## src/rtl/stack_viewer.sv

```systemverilog
// Read-only viewer for the RPN calculator stack: walks a cursor down from the top of stack,
// continuously re-reads the selected entry and shows data and address on seven-segment digits.
module stack_viewer #(
    parameter int ADDR_W = 5
) (
    input  logic              CLOCK_50,
    input  logic              reset,
    input  logic [ADDR_W:0]   sp,
    input  logic              step_up,
    input  logic              step_down,
    output logic [ADDR_W-1:0] rd_addr,
    input  logic [7:0]        rd_data,
    output logic [ADDR_W-1:0] cursor,
    output logic              empty,
    output logic [6:0]        HEX0,
    output logic [6:0]        HEX1,
    output logic [6:0]        HEX4,
    output logic [6:0]        HEX5,
    output logic [1:0]        dbg_state_o
);

    typedef enum logic [1:0] {
        S_ADDR    = 2'd0,
        S_WAIT    = 2'd1,
        S_CAPTURE = 2'd2
    } state_t;

    localparam logic [ADDR_W:0]   DEPTH_V = (ADDR_W+1)'(1 << ADDR_W);
    localparam logic [ADDR_W:0]   ONE_S   = 1;
    localparam logic [ADDR_W-1:0] ONE_A   = 1;
    localparam logic [6:0]        SEG_BLANK = 7'b1111111;
    localparam logic [6:0]        SEG_DASH  = 7'b0111111;

    state_t            state_q, state_d;
    logic              load_addr, do_capture;

    logic              up_q, down_q;
    logic              up_edge, down_edge;
    logic [ADDR_W:0]   sp_c, sp_q;
    logic [ADDR_W-1:0] cursor_q, cursor_d;
    logic [ADDR_W-1:0] rd_addr_q, addr_d;
    logic [7:0]        data_cap_q;
    logic [ADDR_W-1:0] addr_cap_q;
    logic              empty_q, shown_q;
    logic [7:0]        addr_pad;

    function automatic logic [6:0] seg7(input logic [3:0] nib);
        logic [6:0] s;
        case (nib)
            4'h0: s = 7'b1000000;
            4'h1: s = 7'b1111001;
            4'h2: s = 7'b0100100;
            4'h3: s = 7'b0110000;
            4'h4: s = 7'b0011001;
            4'h5: s = 7'b0010010;
            4'h6: s = 7'b0000010;
            4'h7: s = 7'b1111000;
            4'h8: s = 7'b0000000;
            4'h9: s = 7'b0010000;
            4'hA: s = 7'b0001000;
            4'hB: s = 7'b0000011;
            4'hC: s = 7'b1000110;
            4'hD: s = 7'b0100001;
            4'hE: s = 7'b0000110;
            default: s = 7'b0001110;
        endcase
        return s;
    endfunction

    // A stack pointer beyond the RAM depth is treated as a full stack.
    always_comb begin
        sp_c = sp;
        if (sp > DEPTH_V) begin
            sp_c = DEPTH_V;
        end
    end

    assign up_edge   = step_up & ~up_q;
    assign down_edge = step_down & ~down_q;

    always_comb begin
        cursor_d = cursor_q;
        if (sp_c != sp_q) begin
            cursor_d = '0;
        end else if (up_edge && down_edge) begin
            cursor_d = cursor_q;
        end else if (up_edge) begin
            if (({1'b0, cursor_q} + ONE_S) < sp_c) begin
                cursor_d = cursor_q + ONE_A;
            end
        end else if (down_edge) begin
            if (cursor_q != '0) begin
                cursor_d = cursor_q - ONE_A;
            end
        end
    end

    // The address uses next-cycle cursor so a step or push seen now is read in this pass.
    always_comb begin
        addr_d = '0;
        if (sp_c != '0) begin
            addr_d = sp_c[ADDR_W-1:0] - ONE_A - cursor_d;
        end
    end

    always_ff @(posedge CLOCK_50) begin
        if (reset) begin
            state_q <= S_ADDR;
        end else begin
            state_q <= state_d;
        end
    end

    always_comb begin
        state_d = S_ADDR;
        case (state_q)
            S_ADDR:    state_d = S_WAIT;
            S_WAIT:    state_d = S_CAPTURE;
            S_CAPTURE: state_d = S_ADDR;
            default:   state_d = S_ADDR;
        endcase
    end

    always_comb begin
        load_addr  = 1'b0;
        do_capture = 1'b0;
        case (state_q)
            S_ADDR:    load_addr  = 1'b1;
            S_CAPTURE: do_capture = 1'b1;
            default: begin
                load_addr  = 1'b0;
                do_capture = 1'b0;
            end
        endcase
    end

    always_ff @(posedge CLOCK_50) begin
        if (reset) begin
            up_q       <= 1'b0;
            down_q     <= 1'b0;
            sp_q       <= '0;
            cursor_q   <= '0;
            rd_addr_q  <= '0;
            data_cap_q <= '0;
            addr_cap_q <= '0;
            empty_q    <= 1'b1;
            shown_q    <= 1'b0;
        end else begin
            up_q     <= step_up;
            down_q   <= step_down;
            sp_q     <= sp_c;
            cursor_q <= cursor_d;
            if (load_addr) begin
                rd_addr_q <= addr_d;
            end
            if (do_capture) begin
                data_cap_q <= rd_data;
                addr_cap_q <= rd_addr_q;
                empty_q    <= (sp_c == '0);
                shown_q    <= 1'b1;
            end
        end
    end

    // Nothing is shown until the first capture after reset completes.
    always_comb begin
        addr_pad = '0;
        addr_pad[ADDR_W-1:0] = addr_cap_q;
        HEX0 = SEG_BLANK;
        HEX1 = SEG_BLANK;
        HEX4 = SEG_BLANK;
        HEX5 = SEG_BLANK;
        if (shown_q && empty_q) begin
            HEX0 = SEG_DASH;
            HEX1 = SEG_DASH;
            HEX4 = SEG_DASH;
            HEX5 = SEG_DASH;
        end else if (shown_q) begin
            HEX0 = seg7(data_cap_q[3:0]);
            HEX1 = seg7(data_cap_q[7:4]);
            HEX4 = seg7(addr_pad[3:0]);
            HEX5 = seg7(addr_pad[7:4]);
        end
    end

    assign rd_addr     = rd_addr_q;
    assign cursor      = cursor_q;
    assign empty       = empty_q;
    assign dbg_state_o = state_q;

endmodule
```

## config.mk

```make
export PLATFORM = sky130hd
export DESIGN_NAME = stack_viewer
export DESIGN_NICKNAME = d
export VERILOG_FILES = /design/src/rtl/stack_viewer.sv
export SDC_FILE = /design/constraint.sdc
export NUM_CORES = 1
export LEC_CHECK = 0
export ABC_AREA = 0
export CAP_MARGIN = 5
export CORE_MARGIN = 2
export CORE_UTILIZATION = 53
export CTS_CLUSTER_SIZE = 8
export DETAILED_ROUTE_END_ITERATION = 16
export PLACE_DENSITY = 0.85
export SLEW_MARGIN = 20
export SYNTH_ARGS = -nofsm -noshare
export SYNTH_HDL_FRONTEND = slang
export SYNTH_SLANG_ARGS = --single-unit
export TNS_END_PERCENT = 100
```

## constraint.sdc

```tcl
create_clock -name CLOCK_50 -period 5.15 [get_ports CLOCK_50]
set_input_delay 1.03 -clock CLOCK_50 [delete_from_list [all_inputs] [get_ports CLOCK_50]]
set_output_delay 1.03 -clock CLOCK_50 [all_outputs]
set_load 0.005 [all_outputs]
```

==> out/qor.txt, run 1 <==
Die Y -> 83.6 µm
Seq/Total Area, Yosys -> 33.4%
Residual DRC -> 0
min Tclk post-route -> 4540 ps
Pwr Total -> 0.880 mW
Max-Slew Margin vs Limit -> 27.5%
#FFs+latches synth -> 56
number of distinct library cells after synthesis -> 57
GPL Wtd Cong -> 0.902
EDFF count, synth -> 0
CP Launch Type -> primary input
Arrival @ worst endpoint -> 4750 ps
largest net degree at the start of global routing -> 45
Post-Synthesis Cells -> 384
crit-path cells -> clkdlybuf4s50_1 -> inv_1 -> nand2_1 -> ha_1 -> and3_4 -> a221oi_4 -> a31oi_1 -> a21oi_1 -> xnor2_1 -> nand3_1 -> ha_1 -> inv_1 -> fa_1 -> inv_1 -> a21o_1 -> a21oi_1 -> xor2_1 -> xnor2_1 -> o21ai_1
Slew Limit Fails -> 0
GRT Resource Usage Total -> 19.7%
post-DP HPWL -> 5.21 mm
syn_area_per_cell -> 8.74 µm²
pre-CTS setup slack -> 365 ps
dpl cell area -> 3910 µm²
synth top area cells -> dfxtp_1 33%, ha_1 11%, mux2i_1 4.5%
most frequent cells in the layout -> 57 x clkdlybuf4s50_1, 56 x dfxtp_1, 32 x nor2_1
clk buf depth -> 2
Yosys top cell area share -> 33.4%
IO Pins -> 59
Pre-Repair DR Iteration Count -> 4
max cap viols -> 0
Rows -> 28
Setup CP Type -> in -> reg
routed vias/inst -> 5.46
Fin. Hold Viols -> 0
Async SR Flop Fraction -> 0%
worst-skew pair later-pin latency -> 310 ps
Final ANT Viol Nets -> 0
post-route setup TNS -> 0 ps
cts bufs inserted -> 5
Routed WL per cell -> 13.8 µm
critical path capture point type -> flop
leading area contributor after synthesis -> dfxtp_1
1st-iter DRT viols -> 192
H-Tree Level Count -> 2
Hold WC Path Type -> reg -> reg
Final Setup Violations -> 0
area growth from synthesis to layout -> 19.3%
layout cells sized above 1 -> 7.23%
Main synth FF type -> dfxtp_1
slowest CP cell -> clkdlybuf4s50_1
Max FO, Critical Path -> 10
Clock Skew -> 9.71 ps
Vias -> 2753
design area -> 4000 µm²
Crit path required time -> 5370 ps
slowest stage delay, CP -> 570 ps
cell mode on critical path -> inv_1
final core utilization -> 66.4%
initial antenna violation count -> 0
Worst-path clk slew -> 110 ps
die width -> 83.6 µm
Post-Syn Area -> 3360 µm²
CTS tree -> built
most common cell after layout, fill and taps aside -> clkdlybuf4s50_1
nets -> 476
worst slew pin tran -> 1080 ps
total length of routed wires -> 6.97 mm
final worst slack -> 615 ps
Worst VDD drop -> 0.141 mV
Synthesized Nets -> 432
global-route wire length before repair -> 11.6 mm
Starting Density -> 55.7%
outcome -> complete, no violations
P per Cell Area -> 220 nW/µm²
die area -> 6990 µm²
antenna cells -> 0
Core Region -> 6030 µm²
Post-CTS Hold Buffers -> 0
fmax -> 220 MHz
fin crit share -> 88.1%
TritonCTS Sinks -> 56
vias in the first global route -> 2558
RSZ-0062 raised after global routing -> false
YS warnings -> 0
post_cts resized -> 0
Port Buffers -> 58
global route overflow -> 0
postcts setup bufs -> 0
Clock Root Buffer -> clkbuf_8
leakage power -> 1.66 nW
[metal layers]
metal  wire (µm)  global-route usage, %  part of all wire (%)  up-vias
met2        3440                   33.6                    49       60
li1            -                      -                     -     1402
met3         298                   4.06                   4.3        4
met5           0                      0                     0        -
met4          38                   4.69                  0.55        0
met1        3190                   25.5                    46     1287
[per-stage QoR]
step,hold slack (ps),instances
floorplan,451,384
global placement,466,496
detailed placement,477,496
CTS,502,504
global route,527,504
finish,497,504
[final timing paths]
| path | start | end | slack (ps) | cells past startpoint |
|---|---|---|---|---|
| worst max register to register | cursor[0]$_SDFF_PP0_ | rd_addr[4]$_SDFFE_PP0N_ | 1170 | 20 |
| worst min-delay path | data_cap_q[1]$_SDFFE_PP0P_ | data_cap_q[1]$_SDFFE_PP0P_ | 500 | 2 |
| worst max-delay path | sp[5] | rd_addr[4]$_SDFFE_PP0N_ | 610 | 19 |
| worst min register to register | data_cap_q[1]$_SDFFE_PP0P_ | data_cap_q[1]$_SDFFE_PP0P_ | 500 | 2 |
[logic make-up (layout without fill, tap and decap cells)]
family | count (synthesis) | count (layout) | synth area share [%]
buffers and inverters | 50 | 95 | 6.97
and+or+nand+nor | 141 | 141 | 22.8
xor gates and xnor gates | 11 | 11 | 2.87
DFF | 56 | 56 | 33.4
adders and majority gates | 30 | 30 | 11.4
muxes | 17 | 17 | 5.81
AOI/OAI and AO/OA | 79 | 79 | 16.7
[Yosys cell counts, drive strengths merged (4+ instances only)]
cell and count:
a22o 6, nand2 29, dfxtp 56, xor2 5, mux2i 17, nor2b 7
and3 4, clkbuf 5, nor2 34, a22oi 4, inv 28, o21ai 25
nand2b 22, a31oi 4, nand3 12, nor3 13, or2 10, ha 29
buf 17, a21oi 14, xnor2 6
[worst max-delay path: cells and delay by family]
kind            cells  cell delay (ps)
xor+xnor            3              480
buf+inv             4              950
compound gates      6             1140
fa+ha+maj           3              740
simple gates        3              430
[report_power, final]
part / internal [mW] / switching, mW / total (mW) / leakage, nW
Clock: 0.100 / 0.154 / 0.254 / 0.0463
Sequential: 0.456 / 0.0140 / 0.470 / 0.457
Combinational: 0.0759 / 0.0794 / 0.155 / 1.16
Total: 0.632 / 0.247 / 0.880 / 1.66
[area by class of cell]
class | count | area [µm²]
clock buffer | 5 | 68.8
clock inverter | 3 | 27.5
fill | 487 | 2020
inverter | 28 | 105
multi-input combinational | 278 | 2000
sequential | 56 | 1120
tap | 75 | 93.8
timing repair buffer | 59 | 583
No activity file was read; power rests on OpenSTA's default activity.
==> run 2, diff against run 1 <==
Settings changed: CORE_UTILIZATION 53 to 55, PLACE_DENSITY 0.85 to 0.88.
Clock period 5.15 ns to 5.9 ns, I/O delays scaled along.
==> out/qor.txt, run 2 (synthesis gave the netlist of run 1 again) <==
Arrival @ worst endpoint -> 4940 ps (was 4750 ps)
Fillers -> 494 (was 487)
Pre-Repair DR Iteration Count -> 4 (unchanged)
Port Buffers -> 58 (unchanged)
Final ANT Viol Nets -> 0 (unchanged)
final core utilization -> 67.6% (was 66.4%)
global-route wire length before repair -> 11.4 mm (was 11.6 mm)
min Tclk post-route -> 4730 ps
critical path capture point type -> flop (unchanged)
total length of routed wires -> 6.92 mm (was 6.97 mm)
TritonCTS Sinks -> 56 (unchanged)
crit-path cells -> clkdlybuf4s50_1 -> inv_1 -> nand2_1 -> ha_1 -> and3_4 -> a221oi_4 -> a31oi_1 -> a21oi_1 -> xnor2_1 -> nand3_1 -> ha_1 -> inv_1 -> fa_1 -> inv_1 -> a21o_1 -> a21oi_1 -> xor2_1 -> xnor2_1 -> o21ai_1 (unchanged)
area growth from synthesis to layout -> 19.3% (unchanged)
outcome -> complete, no violations (unchanged)
GPL Wtd Cong -> 0.886 (was 0.902)
pre-CTS setup slack -> 890 ps (was 365 ps)
CP Launch Type -> primary input (unchanged)
CTS tree -> built (unchanged)
Pwr Total -> 0.768 mW (was 0.880 mW)
Routed WL per cell -> 13.7 µm (was 13.8 µm)
Max-Slew Margin vs Limit -> 28.5% (was 27.5%)
Fin. Hold Viols -> 0 (unchanged)
Core Region -> 5920 µm² (was 6030 µm²)
routed vias/inst -> 5.53 (was 5.46)
Post-CTS Hold Buffers -> 0 (unchanged)
die width -> 82.1 µm (was 83.6 µm)
fmax -> 211 MHz
Starting Density -> 56.7% (was 55.7%)
Hold WC Path Type -> reg -> reg (unchanged)
fin crit share -> 80.2%
postcts setup bufs -> 0 (unchanged)
Final Hold Slack -> 500 ps (was 497 ps)
cts bufs inserted -> 5 (unchanged)
final worst slack -> 1170 ps (was 615 ps)
GRT Resource Usage Total -> 21.7% (was 19.7%)
H-Tree Level Count -> 2 (unchanged)
Vias -> 2787 (was 2753)
most frequent cells in the layout -> 57 x clkdlybuf4s50_1, 56 x dfxtp_1, 32 x nor2_1 (unchanged)
vias in the first global route -> 2533 (was 2558)
area of the multi-input gates -> 2000 µm² (unchanged)
P per Cell Area -> 192 nW/µm² (was 220 nW/µm²)
Rows -> 28 (unchanged)
RSZ-0062 raised after global routing -> false (unchanged)
cell mode on critical path -> inv_1 (unchanged)
Worst VDD drop -> 0.111 mV (was 0.141 mV)
max cap viols -> 0 (unchanged)
leakage power -> 1.66 nW (about the same)
nets -> 476 (unchanged)
Residual DRC -> 0 (unchanged)
slowest stage delay, CP -> 560 ps (was 570 ps)
Clock Root Buffer -> clkbuf_8 (unchanged)
Slew Limit Fails -> 0 (unchanged)
Final Setup Violations -> 0 (unchanged)
Max FO, Critical Path -> 10 (unchanged)
antenna cells -> 0 (unchanged)
post-route setup TNS -> 0 ps (unchanged)
initial antenna violation count -> 0 (unchanged)
worst-skew pair later-pin latency -> 310 ps (about the same)
1st-iter DRT viols -> 217 (was 192)
Die Y -> 82.1 µm (was 83.6 µm)
Setup CP Type -> in -> reg (unchanged)
storage element area -> 1120 µm² (unchanged)
post-DP HPWL -> 5.16 mm (was 5.21 mm)
worst slew pin tran -> 1070 ps (was 1080 ps)
largest net degree at the start of global routing -> 45 (unchanged)
slowest CP cell -> clkdlybuf4s50_1 (unchanged)
die area -> 6740 µm² (was 6990 µm²)
global route overflow -> 0 (unchanged)
IO Pins -> 59 (unchanged)
clk buf depth -> 2 (unchanged)
layout cells sized above 1 -> 7.23% (unchanged)
Clock Skew -> 5.34 ps (was 9.71 ps)
most common cell after layout, fill and taps aside -> clkdlybuf4s50_1 (unchanged)
post_cts resized -> 0 (unchanged)
Crit path required time -> 6110 ps (was 5370 ps)
Worst-path clk slew -> 100 ps (was 110 ps)
## run 2: changes by cell type in the layout (fill, tap and decap cells not counted), sizes merged
cell / change
clkbuf: +1
clkinvlp: -1
## run 2: critical path: cells and delay by family
kind / cells / cell delay, ps
and+or+nand+nor: 3 / 440
buffers and inverters: 4 / 910
xor gates and xnor gates: 3 / 500
AOI/OAI and AO/OA: 6 / 1180
adders and majority gates: 3 / 730
## run 2: where the power goes
group | switching (mW) | leakage, nW | internal [mW]
clock | 0.126 | 0.0516 | 0.0963
combinational | 0.0688 | 1.16 | 0.0662
sequential | 0.0118 | 0.457 | 0.398
total | 0.207 | 1.66 | 0.561
## run 2: worst paths after layout
| kind | startpoint | endpoint | slack [ps] | cells after the start |
|---|---|---|---|---|
| setup / recovery | sp[5] | rd_addr[4]$_SDFFE_PP0N_ | 1170 | 19 |
| hold / removal | rd_addr[0]$_SDFFE_PP0N_ | rd_addr[0]$_SDFFE_PP0N_ | 500 | 2 |
| setup reg to reg | cursor[1]$_SDFF_PP0_ | rd_addr[4]$_SDFFE_PP0N_ | 1900 | 20 |
| hold reg to reg | rd_addr[0]$_SDFFE_PP0N_ | rd_addr[0]$_SDFFE_PP0N_ | 500 | 2 |
## run 2: cell type report
type	count	area share, %
sequential	56	28.0
timing repair buffer	59	14.6
clock inverter	2	0.344
tap	75	2.34
clock buffer	6	2.06
inverter	28	2.63
multi-input combinational	278	50.1
## run 2: metal layers
layer / part of all wire [%] / GRT usage (%) / vias to the layer above
met4: 1.1 / 6.67 / 0
met5: 0 / 0 / -
met3: 5.4 / 5.43 / 10
met2: 49 / 36.3 / 80
met1: 45 / 27.5 / 1296
li1: - / - / 1401
## run 2: per-stage QoR
| step | cell area [µm²] | instances |
|---|---|---|
| 6_report | 4000 | 504 |
| 5_1_grt | 4000 | 504 |
| 4_1_cts | 4000 | 504 |
| 3_5_place_dp | 3910 | 496 |
| 3_3_place_gp | 3910 | 496 |
| 2_1_floorplan | 3360 | 384 |
==> run 3, diff against run 2 <==
Settings changed: CORE_UTILIZATION 55 to 53, PLACE_DENSITY 0.88 to 0.85.
Clock period 5.9 ns to 4.95 ns, I/O delays scaled along.
==> out/qor.txt, run 3 (synthesis gave the netlist of run 1 again) <==
outcome -> complete, no violations (unchanged)
TritonCTS Sinks -> 56 (unchanged)
worst-skew pair later-pin latency -> 310 ps (about the same)
global route overflow -> 0 (unchanged)
Max-Slew Margin vs Limit -> 28.9% (was 28.5%)
Fillers -> 487 (was 494)
Core Region -> 6030 µm² (was 5920 µm²)
post-DP HPWL -> 5.48 mm (was 5.16 mm)
Slew Limit Fails -> 0 (unchanged)
Rows -> 28 (unchanged)
critical path capture point type -> flop (unchanged)
RSZ-0062 raised after global routing -> false (unchanged)
layout cells sized above 1 -> 7.21% (was 7.23%)
H-Tree Level Count -> 2 (unchanged)
GRT Resource Usage Total -> 20.6% (was 21.7%)
Port Buffers -> 58 (unchanged)
worst hold endpoint -> rd_addr[4]$_SDFFE_PP0N_ (was rd_addr[0]$_SDFFE_PP0N_)
Clock Skew -> 7.76 ps (was 5.34 ps)
P per Cell Area -> 226 nW/µm² (was 192 nW/µm²)
design area -> 4000 µm² (about the same)
min Tclk post-route -> 4380 ps
reg-to-reg endpoint -> rd_addr[4]$_SDFFE_PP0N_ (unchanged)
GPL Wtd Cong -> 0.904 (was 0.886)
antenna cells -> 0 (unchanged)
Setup CP Type -> in -> reg (unchanged)
Worst-path clk slew -> 100 ps (about the same)
routed vias/inst -> 5.57 (was 5.53)
clk buf depth -> 2 (unchanged)
nets -> 477 (was 476)
Post-CTS Hold Buffers -> 0 (unchanged)
R2R cell count -> 17 (was 20)
Crit path required time -> 5160 ps (was 6110 ps)
initial antenna violation count -> 0 (unchanged)
hold_sp -> rd_addr[4]$_SDFFE_PP0N_ (was rd_addr[0]$_SDFFE_PP0N_)
Routed WL per cell -> 14.3 µm (was 13.7 µm)
global-route wire length before repair -> 12.1 mm (was 11.4 mm)
Final Setup Violations -> 0 (unchanged)
dpl cell area -> 3920 µm² (was 3910 µm²)
fin crit share -> 88.6%
Residual DRC -> 0 (unchanged)
Pre-Repair DR Iteration Count -> 4 (unchanged)
max cap viols -> 0 (unchanged)
Clock Root Buffer -> clkbuf_8 (unchanged)
most frequent cells in the layout -> 57 x clkdlybuf4s50_1, 56 x dfxtp_1, 32 x nor2_1 (unchanged)
fmax -> 228 MHz
post_cts resized -> 0 (unchanged)
most common cell after layout, fill and taps aside -> clkdlybuf4s50_1 (unchanged)
Max FO, Critical Path -> 7 (was 10)
Final ANT Viol Nets -> 0 (unchanged)
Vias -> 2813 (was 2787)
Crit. Startpoint -> sp[5] (unchanged)
CP Launch Type -> primary input (unchanged)
total length of routed wires -> 7.22 mm (was 6.92 mm)
postcts setup bufs -> 0 (unchanged)
Reg2Reg Setup Slack -> 890 ps (was 1900 ps)
area of the multi-input gates -> 2000 µm² (unchanged)
post-route setup TNS -> 0 ps (unchanged)
Starting Density -> 55.7% (was 56.7%)
IO Pins -> 59 (unchanged)
Worst VDD drop -> 0.155 mV (was 0.111 mV)
Final Hold Slack -> 487 ps (was 500 ps)
worst hold path depth -> 2 (unchanged)
worst slew pin tran -> 1060 ps (was 1070 ps)
CTS tree -> built (unchanged)
leakage power -> 1.66 nW (about the same)
storage element area -> 1120 µm² (unchanged)
1st-iter DRT viols -> 179 (was 217)
Die Y -> 83.6 µm (was 82.1 µm)
Fin. Hold Viols -> 0 (unchanged)
die area -> 6990 µm² (was 6740 µm²)
die width -> 83.6 µm (was 82.1 µm)
final core utilization -> 66.4% (was 67.6%)
largest net degree at the start of global routing -> 45 (unchanged)
cts bufs inserted -> 5 (unchanged)
Hold WC Path Type -> reg -> reg (unchanged)
worst r2r src -> cursor[0]$_SDFF_PP0_ (was cursor[1]$_SDFF_PP0_)
Arrival @ worst endpoint -> 4590 ps (was 4940 ps)
area growth from synthesis to layout -> 19.2% (was 19.3%)
vias in the first global route -> 2708 (was 2533)
[run 3: changes by cell type in the layout (fill, tap and decap cells not counted)]
| cell | delta |
|---|---|
| clkbuf_1 | +1 |
| buf_4 | +1 |
| clkbuf_8 | -1 |
[run 3: cell type report]
| class | instances | share of cell area, % |
|---|---|---|
| clock buffers | 6 | 1.81 |
| clock inverters | 2 | 0.344 |
| inverters | 28 | 2.63 |
| multi-input cells | 278 | 50.1 |
| flip-flops and latches | 56 | 28.0 |
| well taps | 75 | 2.35 |
| repair buffers | 60 | 14.8 |
[run 3: worst max-delay path by stage]
stage                     depth (start not counted)                       to  slack [ps]
final                                            16  rd_addr[4]$_SDFFE_PP0N_         570
after detailed placement                         19  rd_addr[4]$_SDFFE_PP0N_         360
after global routing                             19  rd_addr[4]$_SDFFE_PP0N_         320
after global placement                           19  rd_addr[4]$_SDFFE_PP0N_         500
after floorplan                                  16  rd_addr[4]$_SDFFE_PP0N_         980
after CTS                                        16  rd_addr[4]$_SDFFE_PP0N_         610
[run 3: stage by stage]
stage	std cells	setup WS [ps]	total power, mW
CTS	505	611	0.909
floorplan	384	978	0.603
global route	505	318	0.948
detailed placement	497	361	0.662
global placement	497	496	0.656
finish	505	567	0.904
[run 3: layer usage]
layer	track usage [%]	vias to the layer above	routed length (µm)
met4	4.84	0	79
met3	4.85	12	386
met5	0	-	0
met1	23.6	1315	3100
li1	-	1403	-
met2	38.3	83	3650
[run 3: critical path, stage by stage]
cell,delay (ps)
clkdlybuf4s50_1,420
inv_1,150
nand2_1,140
ha_1,340
and3_4,190
a221oi_4,430
nand3_2,140
xor2_1,160
a32o_1,230
or2_1,230
ha_1,330
a21o_1,200
a21oi_1,230
xor2_1,210
xnor2_1,130
o21ai_1,70
[run 3: where the power goes]
part,internal [mW],switching (mW),leakage (nW),total (mW)
combinational,0.0797,0.0846,1.16,0.164
clock,0.101,0.149,0.0456,0.251
sequential,0.475,0.0140,0.457,0.489
